File: src/rtl/fpadd_sched.sv
// Round-robin scheduler sharing one fixed-latency pipelined FP adder among NREQ requesters.
// Owner tags ride a shift register aligned to the adder so each sum returns to its issuer.
module fpadd_sched #(
    parameter int NREQ = 4,
    parameter int N    = 32,
    parameter int LAT  = 3
) (
    input  logic                      clk,
    input  logic                      rst_n,
    input  logic [NREQ-1:0]           req_valid,
    output logic [NREQ-1:0]           req_ready,
    input  logic [NREQ*N-1:0]         req_a,
    input  logic [NREQ*N-1:0]         req_b,
    output logic [NREQ-1:0]           rsp_valid,
    input  logic [NREQ-1:0]           rsp_ready,
    output logic [NREQ*N-1:0]         rsp_sum,
    output logic [N-1:0]              add_a,
    output logic [N-1:0]              add_b,
    output logic                      add_vld,
    input  logic [N-1:0]              add_sum,
    output logic [$clog2(NREQ+1)-1:0] inflight,
    output logic                      busy
);

    localparam int PW = $clog2(NREQ);
    localparam int CW = $clog2(NREQ + 1);

    localparam logic [1:0] StIdle = 2'd0;
    localparam logic [1:0] StInfl = 2'd1;
    localparam logic [1:0] StDone = 2'd2;

    logic [1:0]      state_q [NREQ];
    logic [1:0]      state_d [NREQ];
    logic [PW-1:0]   ptr_q, ptr_d;
    logic [NREQ-1:0] elig;
    logic [PW:0]     cand;
    logic            gnt_any;
    logic [PW-1:0]   gnt_idx;

    logic [N-1:0]    add_a_q, add_b_q;
    // Stage 0 is the issue register (drives add_vld); stage LAT lines up with add_sum.
    logic [LAT:0]    tvld_q;
    logic [PW-1:0]   ttag_q [LAT+1];
    logic            ret_vld;
    logic [PW-1:0]   ret_tag;

    logic [NREQ*N-1:0] rsp_sum_q;
    logic [CW-1:0]     inflight_q, inflight_d;
    logic [CW-1:0]     rsp_cnt;

    always_comb begin
        for (int i = 0; i < NREQ; i++) begin
            elig[i] = req_valid[i] && (state_q[i] == StIdle);
        end
    end

    // First eligible requester at or after ptr, wrapping.
    always_comb begin
        gnt_any = 1'b0;
        gnt_idx = '0;
        cand    = '0;
        for (int k = 0; k < NREQ; k++) begin
            cand = {1'b0, ptr_q} + (PW+1)'(k);
            if (cand >= (PW+1)'(NREQ)) begin
                cand = cand - (PW+1)'(NREQ);
            end
            if (!gnt_any && elig[cand[PW-1:0]]) begin
                gnt_any = 1'b1;
                gnt_idx = cand[PW-1:0];
            end
        end
    end

    always_comb begin
        req_ready = '0;
        if (gnt_any) begin
            req_ready[gnt_idx] = 1'b1;
        end
    end

    always_comb begin
        ptr_d = ptr_q;
        if (gnt_any) begin
            ptr_d = (gnt_idx == PW'(NREQ - 1)) ? '0 : gnt_idx + 1'b1;
        end
    end

    assign ret_vld = tvld_q[LAT];
    assign ret_tag = ttag_q[LAT];

    always_comb begin
        for (int i = 0; i < NREQ; i++) begin
            state_d[i] = state_q[i];
            case (state_q[i])
                StIdle: if (gnt_any && gnt_idx == PW'(i)) state_d[i] = StInfl;
                StInfl: if (ret_vld && ret_tag == PW'(i)) state_d[i] = StDone;
                StDone: if (rsp_ready[i]) state_d[i] = StIdle;
                default: state_d[i] = StIdle;
            endcase
        end
    end

    always_comb begin
        for (int i = 0; i < NREQ; i++) begin
            rsp_valid[i] = (state_q[i] == StDone);
        end
    end

    // Several requesters may accept responses in the same cycle.
    always_comb begin
        rsp_cnt = '0;
        for (int i = 0; i < NREQ; i++) begin
            rsp_cnt = rsp_cnt + CW'(rsp_valid[i] & rsp_ready[i]);
        end
    end

    assign inflight_d = inflight_q + CW'(gnt_any) - rsp_cnt;

    always_ff @(posedge clk or negedge rst_n) begin
        if (!rst_n) begin
            for (int i = 0; i < NREQ; i++) begin
                state_q[i] <= StIdle;
            end
            ptr_q      <= '0;
            inflight_q <= '0;
        end else begin
            for (int i = 0; i < NREQ; i++) begin
                state_q[i] <= state_d[i];
            end
            ptr_q      <= ptr_d;
            inflight_q <= inflight_d;
        end
    end

    always_ff @(posedge clk or negedge rst_n) begin
        if (!rst_n) begin
            add_a_q <= '0;
            add_b_q <= '0;
        end else if (gnt_any) begin
            add_a_q <= req_a[gnt_idx*N +: N];
            add_b_q <= req_b[gnt_idx*N +: N];
        end
    end

    always_ff @(posedge clk or negedge rst_n) begin
        if (!rst_n) begin
            tvld_q <= '0;
            for (int k = 0; k <= LAT; k++) begin
                ttag_q[k] <= '0;
            end
        end else begin
            tvld_q    <= {tvld_q[LAT-1:0], gnt_any};
            ttag_q[0] <= gnt_idx;
            for (int k = 1; k <= LAT; k++) begin
                ttag_q[k] <= ttag_q[k-1];
            end
        end
    end

    always_ff @(posedge clk or negedge rst_n) begin
        if (!rst_n) begin
            rsp_sum_q <= '0;
        end else begin
            for (int i = 0; i < NREQ; i++) begin
                if (ret_vld && ret_tag == PW'(i)) begin
                    rsp_sum_q[i*N +: N] <= add_sum;
                end
            end
        end
    end

    assign add_a    = add_a_q;
    assign add_b    = add_b_q;
    assign add_vld  = tvld_q[0];
    assign rsp_sum  = rsp_sum_q;
    assign inflight = inflight_q;
    assign busy     = (inflight_q != '0);

endmodule

File: config.mk
export PLATFORM = sky130hd
export DESIGN_NAME = fpadd_sched
export DESIGN_NICKNAME = d
export VERILOG_FILES = /design/src/rtl/fpadd_sched.sv
export SDC_FILE = /design/constraint.sdc
export NUM_CORES = 1
export LEC_CHECK = 0
export BUFFER_PORTS_ARGS = -buffer_cell sky130_fd_sc_hd__clkbuf_2
export CORE_AREA = 3 3 193 195
export DETAILED_ROUTE_END_ITERATION = 7
export DIE_AREA = 0 0 196 198
export PLACE_DENSITY = 0.63
export SETUP_SLACK_MARGIN = 0.1
export SKIP_CTS_REPAIR_TIMING = 1
export SLEW_MARGIN = 20
export SYNTH_ARGS = -nofsm -noshare
export SYNTH_HDL_FRONTEND = slang
export SYNTH_SLANG_ARGS = --single-unit
File: constraint.sdc
create_clock -name clk -period 6.62 [get_ports clk]
set_clock_uncertainty 0.05 [all_clocks]
set_input_delay 0.662 -clock clk [delete_from_list [all_inputs] [get_ports clk]]
set_output_delay 0.662 -clock clk [all_outputs]
set_load 0.05 [all_outputs]
==> metrics.csv, run 1 <==
metric;value;unit
Fmax;219;MHz
CTS tree;built;
worst skew pair latency;0.53;ns
yosys warns;0;
unrepaired setup endpoints after global routing;false;
crit-path max FO;65;
sequential fraction of the synthesis area;51.1;%
CP Capture Type;primary output;
Yosys top cell by area;dfrtp_1;
synth top area cells;dfrtp_1 51%, mux2_2 14%, mux2i_1 6.0%;
H-tree levels;1;
Remaining DRCs;0;
DRT Pass-1 Iters;5;
status;finished, final reports clean;
Layout area overhead;35.1;%
slowest CP cell;nand3_4;
DR vias/cell;5.14;
largest net degree at the start of global routing;136;
Hold WC Path Type;input pin to asynchronous set/reset pin;
CP startpoint kind;register;
Top FF cell, synth;dfrtp_1;
final setup vio count;0;
Syn Area/Cell;11.9;sq um
top-count cell post-synth;dfrtp_1;
total gr overflow;0;
number of max-cap violations;0;
die area;38800;sq um
global-route wire length before repair;57.8;mm
initial antenna violation count;7;
vias in the first global route;9774;
Rows;69;
clk buf depth;3;
Final Hold Fails;0;
# clock sinks;217;
Initial Utilization;29.9;%
# nets final;1658;
fin crit share;69.0;%
initial DRC count;374;
Post-synth EDFFs;0;
drt total wl;38.9;mm
Setup CP Type;register to primary output;
Post-Syn Area;10600;sq um
clock-pin slew on the worst setup and hold paths;0.06;ns
total CTS buffers;25;
worst path arrival time;3.86;ns
die height;198;microns
clk root buf;clkbuf_16;
minimum clock period;4.57;ns
vias;9459;
#FFs+latches synth;217;
Ports;503;
Yosys cell types;45;
Die W;196;microns
slowest cell delay on critical path;0.63;ns
fin. max-slew vios;0;
Synth Net Count;1196;
Post-Syn Instances;892;
GRT Total Usage;19.0;%
port buffer count;502;
Slew @ Worst Pin;1.06;ns
gp weighted congestion;0.876;
HPWL after DPL;28.1;mm
Yosys top cell area share;51.1;%
core region area;35600;sq um
Avg WL per Cell;21.1;microns
WP data required;5.91;ns
critical-path cell list;or3b_1 > o21ai_4 > buf_4 > nand3_4 > inv_1 > ha_1 > nor2b_1 > clkbuf_2;
Routed Antenna Nets;0;
Setup TNS Final;0;ns
share of layout cells above drive strength 1;52.4;%
FFs w/ async S/R, synth;100;%
max_slew headroom;29.6;%
synth cell count leaders;217 x dfrtp_1, 129 x mux2_2, 69 x nand2_1, 65 x nand4_1, 65 x o31ai_1;
[final timing paths]
kind	end	cells past startpoint	slack (ns)	start
max	req_ready[3]	8	2.05	state_q[5]
min	add_b[13]	1	0.06	rst_n
max reg2reg	add_b[22]	7	3.22	state_q[5]
min reg2reg	ttag_q[3]	0	0.30	ttag_q[5]
max in group asynchronous	rsp_sum[84]	2	5.20	rst_n
min in group clk	ttag_q[3]	0	0.30	ttag_q[5]
[state kept, by name, indices dropped and copies added (netlist names)]
register  flops
ret_tag       2
rsp_sum     128
state_q       8
add_b        32
ptr_q         2
ttag_q        6
inflight      3
add_a        32
tvld_q        4
[cell families after synthesis]
kind of cell    after synthesis  share of synthesized area [%]
compound gates              207                           15.3
xor+xnor                      3                          0.247
fa+ha+maj                     6                          0.919
buf+inv                      94                           3.96
flops                       217                           51.1
mux                         193                           19.7
simple gates                172                           8.77
[routing by layer]
| layer | wire [microns] | global-route usage, % |
|---|---|---|
| met1 | 14500 | 22.2 |
| met4 | 1710 | 9.16 |
| met2 | 19200 | 32.8 |
| met3 | 3510 | 4.88 |
| met5 | 0 | 0 |
[metrics by stage]
step	utilization (%)	setup WS [ns]	instances	hold WS (ns)	area (sq um)
global placement	38.0	2.15	1787	0.283	13500
floorplan	-	3.19	892	0.281	10600
detailed placement	38.1	2.17	1788	0.285	13600
CTS	40.3	1.97	1834	0.0807	14300
global route	40.3	1.81	1841	0.113	14400
finish	40.3	2.05	1841	0.0614	14400
[worst max-delay path: cells and delay by family, from the launching register on]
kind	cells	cell delay (ns)
and+or+nand+nor	3	1.47
buffers and inverters	3	1.13
DFF	1	0.40
adders and majority gates	1	0.19
AOI/OAI and AO/OA	1	0.15
[area by class of cell]
cell class                 count  area, sq um
fill                        3504        21200
sequential                   217         5430
multi-input combinational    581         4840
timing repair buffer         517         2670
clock buffer                  32          682
tap                          461          577
clock inverter                14         96.3
inverter                      12         45.0
antenna                        7         17.5
[cell usage in the layout (no fill, tap or decap), drive strengths merged, types with 3 or more instances in the layout]
cell	count
or3b	4
nand2	70
nand2b	8
ha	3
mux2i	64
o31ai	65
inv	16
nor2	4
nor3b	3
mux2	129
o21ai	9
nand4	65
nor2b	5
o21a	3
clkbuf	533
clkinv	8
fa	3
o211ai	64
a21o	64
buf	16
dfrtp	217
diode	7
Power of run 1 is not shown: default switching activity piles up to over one toggle a cycle in this logic, so the estimate is an artifact.
==> run 2: changes to the inputs <==
ABC_AREA = 1   (was default)
PLACE_DENSITY = 0.65   (was 0.63)
clock period = 4.1 ns   (was 6.62 ns; I/O delays follow)
==> run 2 against run 1 <==
Clock-buffer cell count shrank 3. Cell count grew 26%. Sequential share of layout area grew 0.12 points. First-iteration DRC count up 51%. Global-route usage about the same. Synthesized cell count increased by 54%. Worst hold slack got worse by 0.013 ns. Sequential cell count unchanged. Register-to-register slack lost 2.4 ns. Critical path type unchanged. Non-clock buffer count rose by 2.
==> metrics.csv, run 2 <==
metric;value;unit
die area;38800;sq um
Syn Area/Cell;7.77;sq um
Yosys top cell area share;50.7;%
number of max-cap violations;0;
Largest register FFs;128;
Slew @ Worst Pin;0.951;ns
# nets final;2130;
port buffer count;502;
Ports;503;
Routed Antenna Nets;0;
final setup vio count;0;
FFs w/ async S/R, synth;100;%
status;finished, final reports clean;
fin. max-slew vios;0;
#FFs+latches synth;217;
clk buf depth;3;
synth cell count leaders;554 x nand2_1, 272 x nand3_1, 217 x dfrtp_1, 131 x o21ai_0, 54 x inv_1;
H-tree levels;1;
Final Hold Fails;0;
gp weighted congestion;0.931;
GRT Total Usage;19.0;%
Initial Utilization;30.1;%
Post-Syn Instances;1378;
FILL cells;3653;
top-count cell post-synth;nand2_1;
HPWL after DPL;28.8;mm
clock-pin slew on the worst setup and hold paths;0.06;ns
pre-CTS setup slack;0.922;ns
vias;11098;
largest net degree at the start of global routing;92;
# clock sinks;217;
synth top area cells;dfrtp_1 51%, nand2_1 19%, nand3_1 13%;
Layout area overhead;33.6;%
share of layout cells above drive strength 1;31.8;%
DRT Pass-1 Iters;5;
fin crit share;89.7;%
worst path arrival time;3.22;ns
minimum clock period;3.68;ns
CP startpoint kind;register;
Synth Net Count;1682;
Post-Syn Area;10700;sq um
Post-synth EDFFs;0;
drt total wl;38.7;mm
max_slew headroom;36.6;%
Setup TNS Final;0;ns
Die W;196;microns
final core utilization;40.2;%
most common cell after layout, fill and taps aside;nand2_1;
sequential fraction of the synthesis area;50.7;%
highest-count cells in the layout ignoring fill and taps;554 x nand2_1, 499 x clkbuf_2, 268 x nand3_1, 217 x dfrtp_1, 131 x o21ai_0;
core region area;35600;sq um
initial antenna violation count;11;
unrepaired setup endpoints after global routing;false;
CTS tree;built;
WP data required;3.64;ns
total gr overflow;0;
Top FF cell, synth;dfrtp_1;
total CTS buffers;24;
worst setup margin;0.423;ns
CP Capture Type;primary output;
worst skew pair latency;0.51;ns
Yosys top cell by area;dfrtp_1;
Hold WC Path Type;input pin to register;
Avg WL per Cell;16.7;microns
Yosys cell types;29;
clk root buf;clkbuf_16;
vias in the first global route;10983;
global-route wire length before repair;59.8;mm
WHS Path Cells;2;
crit-path max FO;45;
R2R depth;12;
Remaining DRCs;0;
die height;198;microns
initial DRC count;563;
DR vias/cell;4.80;
Setup CP Type;register to primary output;
Fmax;272;MHz
Rows;69;
yosys warns;0;
run 2: area by class of cell:
| class | count | area (sq um) | area share [%] |
|---|---|---|---|
| Inverter | 57 | 221 | 1.55 |
| Timing Repair Buffer | 519 | 2710 | 18.9 |
| Sequential cell | 217 | 5430 | 38.0 |
| Clock inverter | 15 | 166 | 1.16 |
| Clock buffer | 29 | 651 | 4.55 |
| Tap cell | 461 | 577 | 4.03 |
| Multi-Input combinational cell | 1007 | 4530 | 31.7 |
| Antenna cell | 8 | 20.0 | 0.140 |
run 2: final timing paths:
kind / from / endpoint / slack, ns
worst max-delay path: state_q[3] / req_ready[0] / 0.42
worst min-delay path: rsp_ready[2] / state_q[3] / 0.05
worst max register to register: state_q[3] / add_b[28] / 0.85
worst min register to register: ttag_q[6] / ttag_q[4] / 0.30
max in group asynchronous: rst_n / add_b[27] / 2.42
min in group asynchronous: rst_n / rsp_sum[109] / 0.46
run 2: through the flow:
stage | hold WS, ns | cells | cell area (sq um)
floorplan | 0.0644 | 1378 | 10700
global placement | 0.284 | 2260 | 13500
detailed placement | 0.285 | 2260 | 13500
CTS | -0.137 | 2304 | 14300
global route | 0.0439 | 2312 | 14300
finish | 0.0487 | 2313 | 14300
run 2: critical path, stage by stage (launching register included):
cell and delay (ns):
dfrtp_1 0.39, nor2_1 0.27, nand3_1 0.16, nand2_1 0.13, nand2_1 0.08, nand2_2 0.12, nand4_4 0.53, nand2_4 0.50
inv_2 0.09, nand2_1 0.11, nor2_1 0.05, clkbuf_2 0.24
run 2: cells by family after synthesis:
group	count (synthesis)	share of synthesized area (%)
adders and majority gates	6	0.911
AOI/OAI and AO/OA	137	6.48
xor gates and xnor gates	3	0.245
DFF	217	50.7
and+or+nand+nor	861	34.4
buffers and inverters	154	7.23
run 2: per-layer routing:
layer / wire, microns / vias up / track usage [%]
li1: - / 5363 / -
met1: 14600 / 5134 / 22.3
met2: 19000 / 514 / 33.0
met3: 3770 / 81 / 5.68
met4: 1280 / 6 / 7.16
met5: 41 / - / 0
Power of run 2 is left out for the same reason.
==> run 3: changes to the inputs <==
RECOVER_POWER = 50   (was default)
==> run 3 against run 2 <==
The flow now finishes with violations (max-capacitance violations, max-slew violations). Sequential cell count unchanged. Utilization down 0.46 points. Fmax down 0.94%. Worst hold slack about the same. Non-clock buffer count unchanged. Setup slack worse by 0.035 ns. Critical path depth unchanged. Cell area down 1.2%. Global-route usage unchanged. Cell count unchanged. Routed wire length up 0.63%.
==> metrics.csv, run 3 (synthesis gave the netlist of run 2 again) <==
metric;value;unit
core region area;35600;sq um
Initial Utilization;30.1;%
drt total wl;39.0;mm
# clock sinks;217;
slowest CP cell;nand4_4;
die height;198;microns
highest-count cells in the layout ignoring fill and taps;554 x nand2_1, 386 x clkbuf_2, 269 x nand3_1, 217 x dfrtp_1, 131 x o21ai_0;
slowest cell delay on critical path;0.54;ns
Setup CP Type;register to primary output;
Final Hold Fails;0;
initial antenna violation count;11;
fin. max-slew vios;223;
share of layout cells above drive strength 1;25.4;%
Non-Filler Instances;2313;
Placed Cells;2260;
initial DRC count;583;
status;finished, violations left;
Hold WC Path Type;input pin to register;
DR vias/cell;4.85;
WP data required;3.64;ns
minimum clock period;3.71;ns
total CTS buffers;24;
Layout area overhead;32.0;%
vias in the first global route;10983;
Routed Antenna Nets;0;
Rows;69;
Ports;503;
unrepaired setup endpoints after global routing;false;
worst setup margin;0.388;ns
failing checks;max-capacitance violations, max-slew violations;
most common cell after layout, fill and taps aside;nand2_1;
final setup vio count;0;
CP Capture Type;primary output;
Die W;196;microns
cell mode on critical path;nand2_1;
worst skew pair latency;0.51;ns
Remaining DRCs;0;
Largest register FFs;128;
# nets final;2130;
Setup TNS Final;0;ns
global-route wire length before repair;59.8;mm
DRT Pass-1 Iters;6;
critical-path cell list;nor2_1 > nand3_1 > nand2_1 > nand2_1 > nand2_2 > nand4_4 > nand2_4 > inv_2 > nand2_1 > nor2_1 > clkbuf_2;
vias;11208;
crit-path max FO;45;
clk root buf;clkbuf_16;
port buffer count;502;
CTS tree;built;
number of max-cap violations;3;
pre-CTS setup slack;0.922;ns
H-tree levels;1;
Slew @ Worst Pin;2.70;ns
worst path arrival time;3.25;ns
gp weighted congestion;0.931;
total gr overflow;0;
Fmax;269;MHz
critical path's top delay family;simple AND/OR/NAND/NOR gates;
clock-pin slew on the worst setup and hold paths;0.06;ns
largest net degree at the start of global routing;92;
fin crit share;90.5;%
GRT Total Usage;19.0;%
die area;38800;sq um
clk buf depth;3;
CP startpoint kind;register;
HPWL after DPL;28.8;mm
max_slew headroom;-80.2;%
Buf/Inv on CP;2;
Avg WL per Cell;16.8;microns
run 3: cell count changes in the layout (fill, tap and decap cells not counted), sizes merged:
cell / change
buf: -3
clkbuf: +3
run 3: worst register-to-register path, delay by kind of cell, from the launching register on:
kind                   cells  cell delay, ns
DFF                        1            0.40
and+or+nand+nor           11            2.26
buffers and inverters      1            0.52
run 3: worst paths after layout:
path                                    from      endpoint  slack [ns]  depth (start not counted)
worst max-delay path              state_q[3]  req_ready[0]        0.39                         11
worst min-delay path            rsp_ready[2]    state_q[3]        0.05                          2
worst max register to register    state_q[3]     add_b[28]        0.79                         12
min in group asynchronous              rst_n  rsp_sum[109]        1.09                          2
max in group asynchronous              rst_n     add_b[27]        1.25                          3
worst min register to register     ttag_q[6]     ttag_q[4]        0.30                          0
run 3: stage by stage:
stage               util (%)  area, sq um  hold WS (ns)
floorplan                  -        10700        0.0644
global placement        37.8        13500         0.284
detailed placement      37.8        13500         0.285
CTS                     40.1        14300        -0.137
global route            39.7        14100        0.0439
finish                  39.8        14100        0.0483
run 3: routing by layer:
metal	up-vias	track usage [%]	part of all wire, %
met2	532	33.0	49
li1	5365	-	-
met4	6	7.16	3.2
met3	84	5.68	9.9
met5	-	0	0.11
met1	5221	22.3	38
run 3: area by class of cell:
class,count,area (sq um)
clock buffer,29,651
clock inverter,15,166
fill,3727,21400
tap,461,577
multi-input combinational,1007,4530
sequential,217,5430
antenna,8,20.0
timing repair buffer,519,2550
inverter,57,221
Power of run 3 is left out for the same reason.
